## config.mk

```make
export PLATFORM = sky130hd
export DESIGN_NAME = aes_axi_stream_slave
export DESIGN_NICKNAME = d
export VERILOG_FILES = /design/src/rtl/aes_axi_stream_slave.sv
export SDC_FILE = /design/constraint.sdc
export NUM_CORES = 2
export LEC_CHECK = 0
export ABC_CLOCK_PERIOD_IN_PS = 18600
export BUFFER_PORTS_ARGS = -buffer_cell sky130_fd_sc_hd__buf_2
export CAP_MARGIN = 10
export CORE_UTILIZATION = 50
export CTS_CLUSTER_DIAMETER = 100
export DETAILED_ROUTE_END_ITERATION = 7
export PLACE_DENSITY = 0.73
export SKIP_LAST_GASP = 1
export SLEW_MARGIN = 25
export SYNTH_ARGS = -nofsm -noshare
export SYNTH_HDL_FRONTEND = slang
export SYNTH_HIERARCHICAL = 1
export SYNTH_SLANG_ARGS = --single-unit
```

## constraint.sdc

```tcl
create_clock -name s00_axis_aclk -period 18.6 [get_ports s00_axis_aclk]
set_input_delay 3.72 -clock s00_axis_aclk [delete_from_list [all_inputs] [get_ports s00_axis_aclk]]
set_output_delay 3.72 -clock s00_axis_aclk [all_outputs]
set_load 0.005 [all_outputs]
```

## src/rtl/aes_axi_stream_slave.sv

```systemverilog
// rtl/aes_axi_stream_slave.sv - AXI-Stream slave packing 32-bit words into 128-bit AES blocks for an input FIFO.
// Optional macro AES_AXIS_SLAVE_PAD_EN: zero-pad short tlast blocks instead of dropping them.

module sync_fifo #(
    parameter int ADDR_WIDTH = 4,
    parameter int DATA_WIDTH = 128,
    parameter int DEPTH      = 16
) (
    input  logic                  clk,
    input  logic                  rst,
    input  logic                  write_tvalid,
    input  logic [DATA_WIDTH-1:0] write_tdata,
    output logic                  read_tvalid,
    input  logic                  read_tready,
    output logic [DATA_WIDTH-1:0] read_tdata,
    output logic                  empty,
    output logic                  full,
    output logic                  almost_full
);

    logic [DATA_WIDTH-1:0] mem [DEPTH];
    logic [ADDR_WIDTH-1:0] wr_ptr;
    logic [ADDR_WIDTH-1:0] rd_ptr;
    logic [ADDR_WIDTH:0]   count;
    logic                  do_push;
    logic                  do_pop;

    assign do_push     = write_tvalid && !full;
    assign do_pop      = read_tready && !empty;
    assign empty       = (count == '0);
    assign full        = (count == (ADDR_WIDTH+1)'(DEPTH));
    assign almost_full = (count >= (ADDR_WIDTH+1)'(DEPTH - 1));
    assign read_tvalid = !empty;
    assign read_tdata  = mem[rd_ptr];

    always_ff @(posedge clk) begin
        if (rst) begin
            wr_ptr <= '0;
            rd_ptr <= '0;
            count  <= '0;
        end else begin
            if (do_push) begin
                wr_ptr <= (wr_ptr == ADDR_WIDTH'(DEPTH - 1)) ? '0 : wr_ptr + 1'b1;
            end
            if (do_pop) begin
                rd_ptr <= (rd_ptr == ADDR_WIDTH'(DEPTH - 1)) ? '0 : rd_ptr + 1'b1;
            end
            case ({do_push, do_pop})
                2'b10:   count <= count + 1'b1;
                2'b01:   count <= count - 1'b1;
                default: count <= count;
            endcase
        end
    end

    // Storage carries no reset; pointers and count define validity.
    always_ff @(posedge clk) begin
        if (!rst && do_push) begin
            mem[wr_ptr] <= write_tdata;
        end
    end

endmodule

module aes_axi_stream_slave #(
    parameter int C_S_AXIS_TDATA_WIDTH = 32,
    parameter int FIFO_SIZE            = 16,
    parameter int FIFO_ADDR_WIDTH      = 4,
    parameter int FIFO_DATA_WIDTH      = 128
) (
    input  logic                              s00_axis_aclk,
    input  logic                              s00_axis_aresetn,
    input  logic [C_S_AXIS_TDATA_WIDTH-1:0]   s00_axis_tdata,
    input  logic [C_S_AXIS_TDATA_WIDTH/8-1:0] s00_axis_tstrb,
    input  logic                              s00_axis_tvalid,
    input  logic                              s00_axis_tlast,
    output logic                              s00_axis_tready,
    input  logic                              in_fifo_read_tready,
    output logic                              in_fifo_read_tvalid,
    output logic [FIFO_DATA_WIDTH-1:0]        in_fifo_data,
    output logic                              in_fifo_empty,
    output logic                              in_fifo_full,
    output logic                              in_fifo_almost_full,
    output logic                              axis_slave_done,
    output logic                              axis_slave_err
);

    localparam int W = C_S_AXIS_TDATA_WIDTH;

    typedef enum logic [0:0] {S_COLLECT, S_PUSH} state_t;

    state_t                     state;
    state_t                     next_state;
    logic [FIFO_DATA_WIDTH-1:0] blk;
    logic [FIFO_DATA_WIDTH-1:0] blk_shifted;
    logic [1:0]                 word_cnt;
    logic                       accept;
    logic                       fifo_write_tvalid;
    logic                       unused_tstrb;

    assign unused_tstrb    = ^s00_axis_tstrb;
    assign s00_axis_tready = s00_axis_aresetn && (state == S_COLLECT) && !in_fifo_full;
    assign accept          = s00_axis_tvalid && s00_axis_tready;
    assign blk_shifted     = {blk[FIFO_DATA_WIDTH-W-1:0], s00_axis_tdata};

`ifdef AES_AXIS_SLAVE_PAD_EN
    logic [FIFO_DATA_WIDTH-1:0] blk_padded;

    // Words already received stay MSW-first; the missing low words become zero.
    always_comb begin
        blk_padded = blk_shifted;
        case (word_cnt)
            2'd0:    blk_padded = {s00_axis_tdata, {(FIFO_DATA_WIDTH-W){1'b0}}};
            2'd1:    blk_padded = {blk[W-1:0], s00_axis_tdata, {(FIFO_DATA_WIDTH-2*W){1'b0}}};
            2'd2:    blk_padded = {blk[2*W-1:0], s00_axis_tdata, {W{1'b0}}};
            default: blk_padded = blk_shifted;
        endcase
    end
`endif

    always_ff @(posedge s00_axis_aclk) begin
        if (!s00_axis_aresetn) begin
            state <= S_COLLECT;
        end else begin
            state <= next_state;
        end
    end

    always_comb begin
        next_state        = state;
        fifo_write_tvalid = 1'b0;
        case (state)
            S_COLLECT: begin
                if (accept) begin
                    if (word_cnt == 2'd3) begin
                        next_state = S_PUSH;
                    end
`ifdef AES_AXIS_SLAVE_PAD_EN
                    else if (s00_axis_tlast) begin
                        next_state = S_PUSH;
                    end
`endif
                end
            end
            S_PUSH: begin
                fifo_write_tvalid = s00_axis_aresetn;
                next_state        = S_COLLECT;
            end
            default: next_state = S_COLLECT;
        endcase
    end

    // done/err are registered at acceptance so they land in the following cycle.
    always_ff @(posedge s00_axis_aclk) begin
        if (!s00_axis_aresetn) begin
            blk             <= '0;
            word_cnt        <= 2'd0;
            axis_slave_done <= 1'b0;
            axis_slave_err  <= 1'b0;
        end else begin
            axis_slave_done <= 1'b0;
            axis_slave_err  <= 1'b0;
            if (accept) begin
                word_cnt <= word_cnt + 2'd1;
                blk      <= blk_shifted;
                if (word_cnt == 2'd3) begin
                    axis_slave_done <= s00_axis_tlast;
                end else if (s00_axis_tlast) begin
                    word_cnt <= 2'd0;
`ifdef AES_AXIS_SLAVE_PAD_EN
                    blk             <= blk_padded;
                    axis_slave_done <= 1'b1;
`else
                    blk             <= '0;
                    axis_slave_err  <= 1'b1;
`endif
                end
            end
        end
    end

    sync_fifo #(
        .ADDR_WIDTH (FIFO_ADDR_WIDTH),
        .DATA_WIDTH (FIFO_DATA_WIDTH),
        .DEPTH      (FIFO_SIZE)
    ) u_fifo (
        .clk          (s00_axis_aclk),
        .rst          (!s00_axis_aresetn),
        .write_tvalid (fifo_write_tvalid),
        .write_tdata  (blk),
        .read_tvalid  (in_fifo_read_tvalid),
        .read_tready  (in_fifo_read_tready),
        .read_tdata   (in_fifo_data),
        .empty        (in_fifo_empty),
        .full         (in_fifo_full),
        .almost_full  (in_fifo_almost_full)
    );

endmodule

```

==> results.md <==
- Nets: roughly 4100
- R2R cell count: 8
- Clk root buf: clkbuf_16
- WL/cell: slightly below 30 um
- DRC: 0
- Final Setup Violations: 0
- Synthesized area: 82100 sq um
- Die ar.: roughly 170000 sq um
- Sequential area share after synthesis: about four fifths
- Fillers: between 10000 and 15000
- Synth top area cells: edfxtp_1 75%, mux4_2 14%, dfxtp_1 3.7%, a22oi_1 1.9%, nand2_1 1.1%
- Run status: finished clean
- Worst-skew pair later-pin latency: between 800 and 900 ps
- Chip width: roughly 410 um
- Max-slew headroom: approximately 25%
- Tightest Pin Transition: 1120 ps
- WS Path Type: flip-flop to output pin
- Ys async rst share: 0%
- Most frequent cells in the layout: 2048 x edfxtp_1, 512 x mux4_2, 246 x nand2_1, 215 x clkbuf_16, 204 x a22oi_1
- Grt ovf: 0
- Reg2reg start: u_fifo/count[0]
- Slew Limit Fails: 0
- Final GP Congestion: 0.740
- Critical Path End Type: output pin
- Commonest non-fill, non-tap cell in the layout: edfxtp_1
- Yosys cell types: 43
- Register area: 64500 sq um
- Total Power: 9.72 mW
- Hold_buf cts: 0
- Max-Cap Viols: 0
- Resized cells post-CTS: 0
- R2R Setup Slk: between 10000 and 15000 ps
- Startpoint Class: flip-flop
- Overall Global Routing Usage: approximately 23%
- Yosys top cell by area: edfxtp_1
- Most frequent cell on the critical path: buf_4
- DR vias/cell: ~6.2
- Clock slew at reported path FFs: 60 ps
- Worst VDD drop: roughly 0.00011 V
- RR Endpoint: blk[56]
- Std-Cell Rows: 148
- First DRT Iteration DRCs: approximately 4600
- # H-tree levels: 4
- Vias in the first global route: roughly 41000
- Area occupied by multi-input gates: 16600 sq um
- TNS Setup: 0 ps
- DR pass1 iterations: 6
- RSZ-0062 raised after global routing: no
- Routed via count: roughly 40000
- Fin Clk Skew: 47.6 ps
- Fraction of final layout cells sized beyond drive strength 1: about a quarter
- Crit path cell chain: buf_4, buf_4, buf_4, mux4_2, a22oi_1, nand2_1, buf_2
- Leakage: ~30 nW
- Crit-path leading delay family: buffers and inverters
- IO buf count: between 150 and 200
- I/O pins: 176
- Die H: about 400 um
- Crit-path max cell delay: 890 ps
- EDFF count, synth: approximately 2000
- Post-CTS setup buffer count: 0
- Worst Path Buf+Inv: 4
- Period utilisation layout: between 40% and 50%
- Critical Path AT: between 5000 and 6000 ps
- Avg Synthesized Cell Area: ~21 sq um
- PwrDens: between 100 and 150 nW/um^2
- Initial antenna violation count: 7
- Syn_nets: a little under 4000
- Max clock buf depth: 3
- Maximum number of pins on one net before global-route repair: ~120
- Core area: roughly 160000 sq um
- Wirelength, routed: about 190000 um
- CTS Buf Count: between 200 and 250
- Initial core utilization: about half
- WP data required: 14880 ps
- Dominant synthesized flop cell: edfxtp_1
- First-pass GRT wire length: 277000 um
- Post-DP HPWL: 91900 um
- Worst-path fanout max: between 60 and 70
- Final hold violations: 0
- Critical path depth: 7
- Synth Instances: about 3800
- Minimum clock period: around 8800 ps
- Max Freq: around 110 MHz
- Seq cells post-synth: 2198
- Slowest stage cell, crit path: buf_4
- Post-route ant nets: 0
- CTS Sinks: approximately 2200
- Top cell type's share of synthesized area: between 70 and 80%
- Ys Warns: 6
- Setup crit end: in_fifo_data[105]
- Type of the worst min-delay path: flip-flop to flip-flop
- CTS tree: yes
- Layout area overhead: 12.7%
[sequential cells by signal (all words and copies together) (netlist names), named ones only]
register	cells
axis_slave_done	1
axis_slave_err	1
blk	128
state	1
u_fifo/count	5
u_fifo/mem	2048
u_fifo/rd_ptr	4
u_fifo/wr_ptr	4
word_cnt	2
[final cells by class]
class	count	area share, %
clock inverters	85	1.08
flip-flops and latches	2198	69.7
inverters	11	0.0446
repair buffers	236	1.79
multi-input cells	1407	17.9
diodes	3	0.00812
clock buffers	312	6.50
well taps	2175	2.94
[metal layers]
metal,vias to the layer above,part of all wire [%],GRT usage (%)
li1,16484,-,-
met1,21049,38,31.3
met2,2050,49,37.0
met3,311,11,5.68
met4,6,2.7,6.92
met5,-,0.018,0
[Yosys cell counts, drive strengths merged (4+ instances only)]
| library cell | instances |
|---|---|
| o21ai | 133 |
| xor2 | 4 |
| o22ai | 52 |
| and2 | 4 |
| ha | 10 |
| nor2b | 4 |
| clkbuf | 104 |
| buf | 128 |
| edfxtp | 2048 |
| a21oi | 11 |
| nor3 | 4 |
| nand3 | 132 |
| mux4 | 512 |
| a22oi | 204 |
| nor2 | 59 |
| inv | 11 |
| nand2 | 246 |
| dfxtp | 150 |
| nand2b | 8 |
[stage by stage]
stage          setup WS (ps)  utilization, %  cells  cell area [sq um]  hold slack (ps)
6_report                9760            56.8   6427              92500              489
3_5_place_dp            9870            52.4   6022              85300              474
5_1_grt                 9360            56.8   6424              92500              519
2_1_floorplan           4170               -   3848              82100              440
3_3_place_gp            9850            52.4   6022              85300              457
4_1_cts                 8930            56.7   6419              92400              482
[power by group]
part	switching [mW]	leakage (nW)	total [mW]	internal [mW]
combinational	0.0305	5.36	0.0383	0.00781
clock	1.83	3.43	4.30	2.47
sequential	0.0263	21.2	5.38	5.35
total	1.88	30.0	9.72	7.83
[worst min-delay path by stage]
| stage | from | end | slack, ps | depth (start not counted) |
|---|---|---|---|---|
| after floorplan | word_cnt[1] | word_cnt[1] | 440 | 2 |
| after global routing | word_cnt[0] | word_cnt[0] | 520 | 2 |
| after CTS | word_cnt[1] | word_cnt[1] | 480 | 2 |
| final | word_cnt[1] | word_cnt[1] | 490 | 2 |
| after global placement | word_cnt[1] | word_cnt[1] | 460 | 2 |
| after detailed placement | word_cnt[1] | word_cnt[1] | 470 | 2 |
[worst reg2reg max path, stage by stage (launching register included)]
cell and delay [ps]:
dfxtp_1 440, or4_4 210, nor2_1 180, and4bb_4 760, buf_4 610, buf_4 750, buf_4 910, nand3_1 540
o21ai_0 190
[logic make-up (layout without fill, tap and decap cells)]
kind of cell / count (synthesis) / count (layout) / share of synthesized area (%)
flip-flops: 2198 / 2198 / 78.6
AND/OR/NAND/NOR: 470 / 470 / 2.47
adder cells (fa/ha/maj): 11 / 11 / 0.177
AO/OA/AOI/OAI: 407 / 407 / 3.21
multiplexers: 515 / 515 / 14.1
buffers and inverters: 243 / 644 / 1.44
other: 0 / 3 / 0
XOR/XNOR: 4 / 4 / 0.0427
Power figures use the tool's default switching activity.
